[src/rtl/typhoon_pkg.sv]
// Shared types for the tile rasterizer pipeline: scheduler FSM states,
// tile coordinates and the default tile edge.
package typhoon_pkg;

  localparam int TILE_DIM_DEFAULT = 8;

  typedef enum logic [2:0] {
    R_IDLE    = 3'd0,
    R_WAIT    = 3'd1,
    R_START   = 3'd2,
    R_RELEASE = 3'd3,
    R_FLUSH   = 3'd4
  } raster_state_t;

  typedef enum logic {
    D_IDLE = 1'b0,
    D_BUSY = 1'b1
  } drain_state_t;

  typedef struct packed {
    logic [9:0] x;
    logic [9:0] y;
  } tile_coord_t;

endpackage

[src/rtl/tile_walker.sv]
// Screen-tile coordinate walker: steps x by tileDim, wraps x into the next
// tile row, and flags the bottom-right tile.
module tile_walker #(
  parameter int tileDim      = 8,
  parameter int screenWidth  = 640,
  parameter int screenHeight = 480
) (
  input  logic       BOARD_CLK,
  input  logic       RESET_N,
  input  logic       advance,
  input  logic       clear,
  output logic [9:0] x,
  output logic [9:0] y,
  output logic       last
);

  localparam logic [9:0] STEP   = 10'(tileDim);
  localparam logic [9:0] LAST_X = 10'(screenWidth - tileDim);
  localparam logic [9:0] LAST_Y = 10'(screenHeight - tileDim);

  // Coordinate registers: clear wins over advance.
  always_ff @(posedge BOARD_CLK or negedge RESET_N) begin
    if (!RESET_N) begin
      x <= 10'd0;
      y <= 10'd0;
    end else if (clear) begin
      x <= 10'd0;
      y <= 10'd0;
    end else if (advance) begin
      if (x == LAST_X) begin
        x <= 10'd0;
        y <= y + STEP;
      end else begin
        x <= x + STEP;
      end
    end else begin
      x <= x;
      y <= y;
    end
  end

  assign last = (x == LAST_X) && (y == LAST_Y);

endmodule

[src/rtl/tile_scheduler.sv]
// Frame sequencer for the tile rasterizer with ping-pong colour buffers.
// Build option TILE_SCHED_PERF_EN adds the raster stall-cycle counter.
module tile_scheduler
  import typhoon_pkg::*;
#(
  parameter int tileDim      = TILE_DIM_DEFAULT,
  parameter int screenWidth  = 640,
  parameter int screenHeight = 480
) (
  input  logic        BOARD_CLK,
  input  logic        RESET_N,
  input  logic        frameStart,
  output logic        frameBusy,
  output logic        frameDone,
  output logic        startRasterizing,
  output logic        rasterTileID,
  output logic [9:0]  rasterxOffset,
  output logic [9:0]  rasteryOffset,
  input  logic        doneRasterizing,
  output logic        drainStart,
  output logic        drainTileID,
  output logic [9:0]  drainxOffset,
  output logic [9:0]  drainyOffset,
  input  logic        drainDone,
  output logic [31:0] rasterStallCycles
);

  raster_state_t rasterState_r, rasterStateNext_s;
  drain_state_t  drainState_r, drainStateNext_s;
  logic [1:0]    full_r, fullNext_s;
  tile_coord_t   slot0_r, slot1_r, slot0Next_s, slot1Next_s;
  tile_coord_t   drainCoord_r, drainCoordNext_s;
  logic          frameBusy_r, frameBusyNext_s;
  logic          frameDone_r, frameDoneNext_s;
  logic          startRast_r, startRastNext_s;
  logic          rasterID_r, rasterIDNext_s;
  logic          drainStart_r, drainStartNext_s;
  logic          drainID_r, drainIDNext_s;
  logic          walkerAdvance_s, walkerClear_s, walkerLast_s;
  logic [9:0]    walkerX_s, walkerY_s;
  logic          rasterSet_s, drainClear_s;

  tile_walker #(
    .tileDim      (tileDim),
    .screenWidth  (screenWidth),
    .screenHeight (screenHeight)
  ) walker (
    .BOARD_CLK (BOARD_CLK),
    .RESET_N   (RESET_N),
    .advance   (walkerAdvance_s),
    .clear     (walkerClear_s),
    .x         (walkerX_s),
    .y         (walkerY_s),
    .last      (walkerLast_s)
  );

  // Raster FSM: 4-phase handshake with the rasterizer and frame bookkeeping.
  always_comb begin
    rasterStateNext_s = rasterState_r;
    frameBusyNext_s   = frameBusy_r;
    frameDoneNext_s   = 1'b0;
    startRastNext_s   = startRast_r;
    rasterIDNext_s    = rasterID_r;
    walkerAdvance_s   = 1'b0;
    walkerClear_s     = 1'b0;
    rasterSet_s       = 1'b0;
    case (rasterState_r)
      R_IDLE: begin
        if (frameStart) begin
          rasterStateNext_s = R_WAIT;
          frameBusyNext_s   = 1'b1;
        end else begin
          rasterStateNext_s = R_IDLE;
        end
      end
      R_WAIT: begin
        if (!full_r[rasterID_r]) begin
          rasterStateNext_s = R_START;
          startRastNext_s   = 1'b1;
        end else begin
          rasterStateNext_s = R_WAIT;
        end
      end
      R_START: begin
        if (doneRasterizing) begin
          rasterStateNext_s = R_RELEASE;
          startRastNext_s   = 1'b0;
        end else begin
          rasterStateNext_s = R_START;
        end
      end
      R_RELEASE: begin
        if (!doneRasterizing) begin
          rasterSet_s    = 1'b1;
          rasterIDNext_s = ~rasterID_r;
          if (walkerLast_s) begin
            rasterStateNext_s = R_FLUSH;
          end else begin
            walkerAdvance_s   = 1'b1;
            rasterStateNext_s = R_WAIT;
          end
        end else begin
          rasterStateNext_s = R_RELEASE;
        end
      end
      R_FLUSH: begin
        if ((full_r == 2'b00) && (drainState_r == D_IDLE)) begin
          frameDoneNext_s   = 1'b1;
          frameBusyNext_s   = 1'b0;
          walkerClear_s     = 1'b1;
          rasterIDNext_s    = 1'b0;
          rasterStateNext_s = R_IDLE;
        end else begin
          rasterStateNext_s = R_FLUSH;
        end
      end
      default: begin
        rasterStateNext_s = R_IDLE;
      end
    endcase
  end

  // Drain FSM: one drainStart pulse per full buffer, then wait for drainDone.
  always_comb begin
    drainStateNext_s = drainState_r;
    drainStartNext_s = 1'b0;
    drainIDNext_s    = drainID_r;
    drainCoordNext_s = drainCoord_r;
    drainClear_s     = 1'b0;
    case (drainState_r)
      D_IDLE: begin
        if (full_r[drainID_r]) begin
          drainStartNext_s = 1'b1;
          drainCoordNext_s = drainID_r ? slot1_r : slot0_r;
          drainStateNext_s = D_BUSY;
        end else begin
          drainStateNext_s = D_IDLE;
        end
      end
      D_BUSY: begin
        if (drainDone) begin
          drainClear_s     = 1'b1;
          drainIDNext_s    = ~drainID_r;
          drainStateNext_s = D_IDLE;
        end else begin
          drainStateNext_s = D_BUSY;
        end
      end
      default: begin
        drainStateNext_s = D_IDLE;
      end
    endcase
  end

  // Buffer-full flags and offset slots; a clear and a set never target the same buffer.
  always_comb begin
    fullNext_s  = full_r;
    slot0Next_s = slot0_r;
    slot1Next_s = slot1_r;
    if (drainClear_s) begin
      fullNext_s[drainID_r] = 1'b0;
    end else begin
      fullNext_s = fullNext_s;
    end
    if (rasterSet_s) begin
      fullNext_s[rasterID_r] = 1'b1;
      if (rasterID_r) begin
        slot1Next_s = '{x: walkerX_s, y: walkerY_s};
      end else begin
        slot0Next_s = '{x: walkerX_s, y: walkerY_s};
      end
    end else begin
      fullNext_s = fullNext_s;
    end
  end

  // State and output registers.
  always_ff @(posedge BOARD_CLK or negedge RESET_N) begin
    if (!RESET_N) begin
      rasterState_r <= R_IDLE;
      drainState_r  <= D_IDLE;
      full_r        <= 2'b00;
      slot0_r       <= '{x: 10'd0, y: 10'd0};
      slot1_r       <= '{x: 10'd0, y: 10'd0};
      drainCoord_r  <= '{x: 10'd0, y: 10'd0};
      frameBusy_r   <= 1'b0;
      frameDone_r   <= 1'b0;
      startRast_r   <= 1'b0;
      rasterID_r    <= 1'b0;
      drainStart_r  <= 1'b0;
      drainID_r     <= 1'b0;
    end else begin
      rasterState_r <= rasterStateNext_s;
      drainState_r  <= drainStateNext_s;
      full_r        <= fullNext_s;
      slot0_r       <= slot0Next_s;
      slot1_r       <= slot1Next_s;
      drainCoord_r  <= drainCoordNext_s;
      frameBusy_r   <= frameBusyNext_s;
      frameDone_r   <= frameDoneNext_s;
      startRast_r   <= startRastNext_s;
      rasterID_r    <= rasterIDNext_s;
      drainStart_r  <= drainStartNext_s;
      drainID_r     <= drainIDNext_s;
    end
  end

  assign frameBusy        = frameBusy_r;
  assign frameDone        = frameDone_r;
  assign startRasterizing = startRast_r;
  assign rasterTileID     = rasterID_r;
  assign rasterxOffset    = walkerX_s;
  assign rasteryOffset    = walkerY_s;
  assign drainStart       = drainStart_r;
  assign drainTileID      = drainID_r;
  assign drainxOffset     = drainCoord_r.x;
  assign drainyOffset     = drainCoord_r.y;

`ifdef TILE_SCHED_PERF_EN
  logic [31:0] stallCount_r;
  logic        stallInc_s, stallClear_s;

  assign stallClear_s = (rasterState_r == R_IDLE) && frameStart;
  assign stallInc_s   = (rasterState_r == R_WAIT) && full_r[rasterID_r];

  // Saturating count of cycles the rasterizer waits for a free buffer.
  always_ff @(posedge BOARD_CLK or negedge RESET_N) begin
    if (!RESET_N) begin
      stallCount_r <= 32'd0;
    end else if (stallClear_s) begin
      stallCount_r <= 32'd0;
    end else if (stallInc_s && (stallCount_r != 32'hFFFF_FFFF)) begin
      stallCount_r <= stallCount_r + 32'd1;
    end else begin
      stallCount_r <= stallCount_r;
    end
  end

  assign rasterStallCycles = stallCount_r;
`else
  assign rasterStallCycles = 32'd0;
`endif

endmodule
[config.mk]
export PLATFORM = sky130hd
export DESIGN_NAME = tile_scheduler
export DESIGN_NICKNAME = d
export VERILOG_FILES = /design/src/rtl/typhoon_pkg.sv /design/src/rtl/tile_walker.sv /design/src/rtl/tile_scheduler.sv
export SDC_FILE = /design/constraint.sdc
export NUM_CORES = 1
export LEC_CHECK = 0
export BUFFER_PORTS_ARGS = -buffer_cell sky130_fd_sc_hd__buf_2
export CAP_MARGIN = 0
export CORE_MARGIN = 10
export CORE_UTILIZATION = 45
export CTS_CLUSTER_DIAMETER = 60
export DETAILED_ROUTE_END_ITERATION = 8
export GPL_TIMING_DRIVEN = 0
export MAX_ROUTING_LAYER = met4
export PLACE_DENSITY = 0.69
export SLEW_MARGIN = 20
export SYNTH_ARGS = -nofsm -noshare
export SYNTH_HDL_FRONTEND = slang
export SYNTH_SLANG_ARGS = --single-unit
[constraint.sdc]
create_clock -name BOARD_CLK -period 2.4 [get_ports BOARD_CLK]
set_input_delay 0.24 -clock BOARD_CLK [delete_from_list [all_inputs] [get_ports BOARD_CLK]]
set_output_delay 0.24 -clock BOARD_CLK [all_outputs]
set_load 0.005 [all_outputs]
* Word-level counts from Yosys, hierarchy flattened *
Cells that the tools add are included.

operators by class
  add/subtract/negate cells = 2
  order comparisons = 4
  equality and inequality tests = 11
  multiplexer cells = 45
  bitwise gates (word level) = 6
  reductions and logical operators = 19

operators by type and width
  cell                   count
  $mux 10                6
  $mux 1                 25
  $add 10x4->10 const B  2
  $mux 20                1
  $pmux 3 s5             1
  $eq 10x10->1 const B   1
  $eq 10x9->1 const B    1
  $ne 2x2->1 const B     5
  $reduce_and 2->1       5
  $reduce_bool 2->1      5
  $mux 3                 3
  $reduce_and 3->1       3
  $pmux 1 s2             4
  $eq 3x2->1 const B     2
  $mux 2                 3
  $logic_and 1x1->1      4
  $lt 1x2->1 const B     2
  $eq 3x1->1 const B     1
  $eq 3x3->1 const B     1
  $logic_not 3->1        1
  $not 1->1              3
  $and 2x2->2            1
  $demux 1 s1            2
  $ge 1x1->1 const B     2
  other kinds (3)        3

word-level totals
  bits in registers = 92
  input port bits = 5
  output and inout bits = 78
  logic and storage cells = 104

* Logic depth before layout (Yosys ltp) *
  depth in word-level cells = 9
  gate-level depth with buffers = 7
  mapped depth without buffers = 5

* Modules after synthesis *
A second synthesis with hierarchy kept.

unflattened totals
  cell total of the unflattened synthesis = 332
  area, all modules = 4,246.6 sq um

by module, submodules not included
  module          instances  cells each  area an instance (sq um)  sequential area each (sq um)
  tile_scheduler  1          233         3,359.5                   1,801.7
  tile_walker     1          99          887.1                     350.3

* Worst setup path after synthesis *
OpenSTA, ideal clock, no wires.

  path type = reg-to-reg
  start point = reg walker.x[7]
  end point = reg walker.y[8]
  setup time = 0.066 ns
  arrival time = 1.849 ns
  data required time = 2.334 ns
  setup slack = 0.485 ns
  cell stages (with the launch flop) = 5
  path buffers = 0
  clock period less this slack = 1.915 ns
  cells stage by stage = dfrtp_1 -> or3b_1 -> or4_4 -> or4_1 -> nand2_1

between the ends
  word-level cells in the longest chain between the ends = 7
  elaborated cells between the ends (all ways) = 8
  those cells by class = eq/ne: 1; mux: 3; reduce/logical: 4

RTL lines
  what                          RTL line                              text
  from (decl)                   tile_walker.sv:12                     output logic [9:0] x,
  from (signal assigned)        tile_walker.sv:34                     x <= x + STEP;
  $eq 10x10->1 *                tile_walker.sv:30, tile_walker.sv:42
  $logic_and 1x1->1             tile_walker.sv:42                     assign last = (x == LAST_X) && (y == LAST_Y);
  $mux 1                        tile_scheduler.sv:96                  if (walkerLast_s) begin
  $mux 1                        tile_scheduler.sv:93                  if (!doneRasterizing) begin
  $mux 1                        tile_scheduler.sv:67                  case (rasterState_r)
  $reduce_bool 2->1 (no line)   n/a
  $reduce_and 2->1 (no line) *  n/a
  to (signal assigned)          tile_walker.sv:32                     y <= y + STEP;
  to (signal assigned)          tile_walker.sv:38                     y <= y;
  to (decl)                     tile_walker.sv:13                     output logic [9:0] y,

Every way passes the cells marked *; elsewhere a longest branch is shown, timed or not.
A chain may end at the register's enable or synchronous reset.

* Worst setup path after layout *
  start point = reg rasterState_r[2]
  end point = reg slot0_r[8] (netlist name)

between the ends
  word-level cells in the longest chain between the ends = 3

RTL lines
  what                        RTL line               text
  from (decl)                 tile_scheduler.sv:28   raster_state_t rasterState_r, rasterStateNext_s;
  from (signal assigned)      tile_scheduler.sv:193  rasterState_r <= rasterStateNext_s;
  $eq 3x2->1                  tile_scheduler.sv:67
  $mux 1                      tile_scheduler.sv:67
  $reduce_and 2->1 (no line)  n/a
  to (signal assigned)        tile_scheduler.sv:183  slot0_r <= '{x: 10'd0, y: 10'd0};
  to (signal assigned)        tile_scheduler.sv:196  slot0_r <= slot0Next_s;
  to (decl)                   tile_scheduler.sv:31   tile_coord_t slot0_r, slot1_r, slot0Next_s, slot1Next_s;

Every way passes these cells.

==> Implementation_results.wiki <==
{| class="wikitable"
! Metric !! Value
|-
| Initial DRT Pass Iterations || 4
|-
| Clock group share of total power || 26.5%
|-
| DRT Wirelength || 7144 um
|-
| Switching Share || 33.86%
|-
| Worst hold endpoint || drainState_r
|-
| Portion of synthesized cell area occupied by the leading cell type || 51.71%
|-
| Nets || 399
|-
| Number of global-route vias before repair || 2222
|-
| Family with the most delay on the worst path || simple AND/OR/NAND/NOR gates
|-
| Number of distinct library cell variants in the gate-level netlist after synthesis || 43
|-
| CTS buffer count || 9
|-
| Sequential Power Share || 40.7%
|-
| Proportion of layout cells with a drive suffix above 1 || 34.01%
|-
| Type of the worst setup path || reg2reg
|-
| Fin crit period || 2.118 ns
|-
| Worst R2R Setup Slack || 0.28 ns
|-
| Cell at the root of the clock tree || sky130_fd_sc_hd__clkbuf_8
|-
| Final Total Pwr || 4.362 mW
|-
| Reg-to-reg critical path startpoint || rasterState_r[2]
|-
| Htree depth || 3
|-
| Die Y-Extent || 105.5 um
|-
| Setup bufs post-CTS || 0
|-
| Fin. max-slew vios || 0
|-
| Worst r2r path cells || 5
|-
| P_leak || 2.038 nW
|-
| Number of failing hold endpoints at the final stage || 0
|-
| Cell Area, Synth || 3291 um^2
|-
| TritonCTS clock tree || built
|-
| Worst-case clock skew || 0.006001 ns
|-
| Initial core utilization || 45.86%
|-
| Unrepaired setup endpoints after global routing || false
|-
| Register clock-pin slew on the reported worst setup and hold paths || 0.07 ns
|-
| Global-route wire length before repair || 11390 um
|-
| Top area cells in the synthesized netlist || sky130_fd_sc_hd__dfrtp_1 52%, sky130_fd_sc_hd__buf_4 10%, sky130_fd_sc_hd__mux2_2 8.6%
|-
| Top-level I/O count || 83
|-
| Placed cells || 479
|-
| Startpoint class of the critical path || register
|-
| Power density over the cells || 1075 nW/um^2
|-
| Horizontal die dimension || 105.5 um
|-
| Endpoints failing setup || 0
|-
| Dominant cell type by area after synthesis || sky130_fd_sc_hd__dfrtp_1
|-
| Type of element capturing the critical path || register
|-
| Critical path's slowest cell || sky130_fd_sc_hd__nand4bb_1
|-
| Number of nets still failing antenna checks after routing || 0
|-
| Gp weighted congestion || 0.8004
|-
| Combined global-route utilization of all metal layers || 12.91%
|-
| Post-synthesis cell count || 298
|-
| Fmax || 472.1 MHz
|-
| Total Negative Setup Slacks || 0 ns
|-
| Count of input and output buffers || 38
|-
| Via count of the routed design || 2345
|-
| Combinational power share || 32.8%
|-
| Total buffers and inverters traversed by the critical path || 2
|-
| CP max stage delay || 0.38 ns
|-
| Worst IR drop on VDD || 0.5494 mV
|-
| DRC viols || 0
|-
| Total core area || 7176 um^2
|-
| Number of rows created at floorplan || 31
|-
| Switching component of the power || 1.477 mW
|-
| Mean number of vias per cell || 4.728
|-
| Terminus of the critical flop-to-flop path || slot0_r[8]
|-
| Internal Power || 2.885 mW
|-
| Area enclosed by the die boundary || 11130 um^2
|-
| Result of the run || complete, no violations
|-
| Mean area per synthesized cell || 11.04 um^2
|-
| Start point of the worst hold path || drainDone
|-
| Total grt overflow || 0
|-
| Clock sink count || 68
|-
| Worst Max-Slew Pin Slew || 0.7317 ns
|-
| Layout Area Growth over Synthesis || 23.31%
|-
| Share of the clock period used by the worst path after layout || 88.27%
|-
| Maxcap violations || 0
|-
| Yosys reg bits || 68
|-
| Number of synthesized flops with an enable pin || 0
|-
| Detail Placement HPWL || 5301 um
|-
| Yosys warns || 0
|-
| Predominant post-synthesis flop cell || sky130_fd_sc_hd__dfrtp_1
|-
| Fraction of the yosys area taken by sequential cells || 51.71%
|-
| Post-Layout Cell Count || 496
|-
| Hold Path Stages || 2
|-
| Pin count of the biggest net entering global routing || 56
|-
| Relative slew slack || 51.22%
|-
| Data arrival time of the critical path || 2.35 ns
|-
| Share of flip-flops with an asynchronous set or reset || 100.0%
|-
| Number of antenna violations at the first check in global routing || 0
|-
| Clock insertion delay at the later pin of the skew report || 0.34 ns
|-
| Number of DRC markers in iteration 0 || 98
|-
| Worst endpoint required time || 2.63 ns
|-
| Hold Worst Slack || 0.1061 ns
|-
| Detail-routed net length per standard cell || 14.40 um
|-
| Longest Clk Path Bufs || 2
|-
| Path type of the worst min-delay path || in2reg
|-
| CP cell instances || clkbuf_1 -> nand4bb_1 -> nor2_2 -> buf_2 -> mux2_2
|-
| Largest fanout on the critical path || 10
|-
| Diodes inserted || 0
|}
-- cell usage after synthesis (2+ instances only) --
cell type and instances:
sky130_fd_sc_hd__xor2_1 2, sky130_fd_sc_hd__mux2_2 25, sky130_fd_sc_hd__a32o_1 2, sky130_fd_sc_hd__mux2_1 2, sky130_fd_sc_hd__clkbuf_1 5, sky130_fd_sc_hd__inv_1 3, sky130_fd_sc_hd__mux2i_1 20, sky130_fd_sc_hd__o211ai_1 2
sky130_fd_sc_hd__or4_1 2, sky130_fd_sc_hd__dfrtp_1 68, sky130_fd_sc_hd__a21oi_1 24, sky130_fd_sc_hd__nand2_1 18, sky130_fd_sc_hd__buf_4 44, sky130_fd_sc_hd__nand4_1 4, sky130_fd_sc_hd__or3_1 3, sky130_fd_sc_hd__nand4bb_1 2
sky130_fd_sc_hd__ha_1 2, sky130_fd_sc_hd__nand3_1 7, sky130_fd_sc_hd__buf_2 5, sky130_fd_sc_hd__o21ai_1 2, sky130_fd_sc_hd__o31ai_1 3, sky130_fd_sc_hd__nor2_1 24, sky130_fd_sc_hd__o21ai_0 9
-- power by group through the flow --
| stage | combinational [mW] | sequential (mW) | clock (mW) |
|---|---|---|---|
| floorplan | 0.951 | 1.76 | 0 |
| global placement | 1.41 | 1.78 | 0 |
| detailed placement | 1.45 | 1.80 | 0 |
| CTS | 1.45 | 1.78 | 1.17 |
| global route | 1.60 | 1.83 | 1.22 |
| finish | 1.43 | 1.77 | 1.16 |
-- registers in the layout, indices dropped and copies added (netlist names) --
signal	cells
rasterTileID	1
walker.y	7
drainState_r	1
frameDone	1
slot0_r	14
slot1_r	14
rasterState_r	3
walker.x	7
full_r	2
frameBusy	1
startRasterizing	1
drainTileID	1
drainxOffset	7
drainyOffset	7
drainStart	1
-- worst max path at each step --
stage,to,slack (ns),cells after the start,from
floorplan,walker.y[8],0.48,4,walker.x[7]
finish,slot0_r[8],0.28,5,rasterState_r[2]
global route,slot0_r[8],0.12,5,rasterState_r[2]
CTS,slot0_r[8],0.11,5,rasterState_r[2]
detailed placement,slot0_r[8],0.12,5,rasterState_r[2]
global placement,slot0_r[6],0.18,5,rasterState_r[2]
-- cell families (layout without fill, tap and decap cells) --
| logic type | Yosys count | after routing | share of synthesized area [%] |
|---|---|---|---|
| adders and majority gates | 2 | 2 | 0.7603 |
| xor gates and xnor gates | 3 | 3 | 0.7986 |
| other | 1 | 44 | 0.1140 |
| buffers and inverters | 59 | 115 | 11.94 |
| DFF | 68 | 68 | 51.71 |
| and+or+nand+nor | 71 | 71 | 11.10 |
| AOI/OAI and AO/OA | 47 | 47 | 8.251 |
| muxes | 47 | 47 | 15.32 |
-- cell type report --
class	count	area (um^2)
repair buffers	40	230.2
clock buffers	10	137.6
plain buffers	55	377.9
inverters	4	15.01
clock inverters	6	111.4
well taps	99	123.9
multi-input cells	214	1360
flip-flops and latches	68	1702
fillers	636	3118
-- worst reg2reg max path: stages (launching register included) --
cell	delay, ns
sky130_fd_sc_hd__dfrtp_1	0.36
sky130_fd_sc_hd__clkbuf_1	0.19
sky130_fd_sc_hd__nand4bb_1	0.39
sky130_fd_sc_hd__nor2_2	0.35
sky130_fd_sc_hd__buf_2	0.34
sky130_fd_sc_hd__mux2_2	0.38
-- layer usage --
metal | global-route usage, % | wire length [um]
met1 | 15.21 | 3176
met2 | 19.82 | 3342
met3 | 4.994 | 524
met4 | 4.449 | 100
met5 | - | 0
-- cells in the final DEF (no fill, tap or decap), types with 4 or more instances in the layout --
cell                       count
sky130_fd_sc_hd__o21ai_0       9
sky130_fd_sc_hd__dfrtp_1      68
sky130_fd_sc_hd__nand2_1      18
sky130_fd_sc_hd__mux2i_1      20
sky130_fd_sc_hd__conb_1       44
sky130_fd_sc_hd__mux2_2       25
sky130_fd_sc_hd__a21oi_1      24
sky130_fd_sc_hd__nand3_1       7
sky130_fd_sc_hd__nor2_1       23
sky130_fd_sc_hd__nand4_1       4
sky130_fd_sc_hd__buf_2        42
sky130_fd_sc_hd__clkbuf_8     10
sky130_fd_sc_hd__buf_4        45
sky130_fd_sc_hd__clkbuf_1      5
-- timing repair --
item / CTS / global route
endpoints found under the hold margin: 13 / 0
endpoints found under the setup margin: 0 / 10
hold buffers: 1 / 0
resized for setup: 0 / 1
-- through the flow --
stage	area [um^2]	utilization (%)	setup WS [ns]
2_1_floorplan	3452	-	0.4847
3_3_place_gp	3766	52.48	0.1780
3_5_place_dp	3796	52.90	0.1202
4_1_cts	4055	56.51	0.1132
5_1_grt	4058	56.55	0.1168
6_report	4058	56.55	0.2816
No activity file was read; power rests on OpenSTA's default activity.
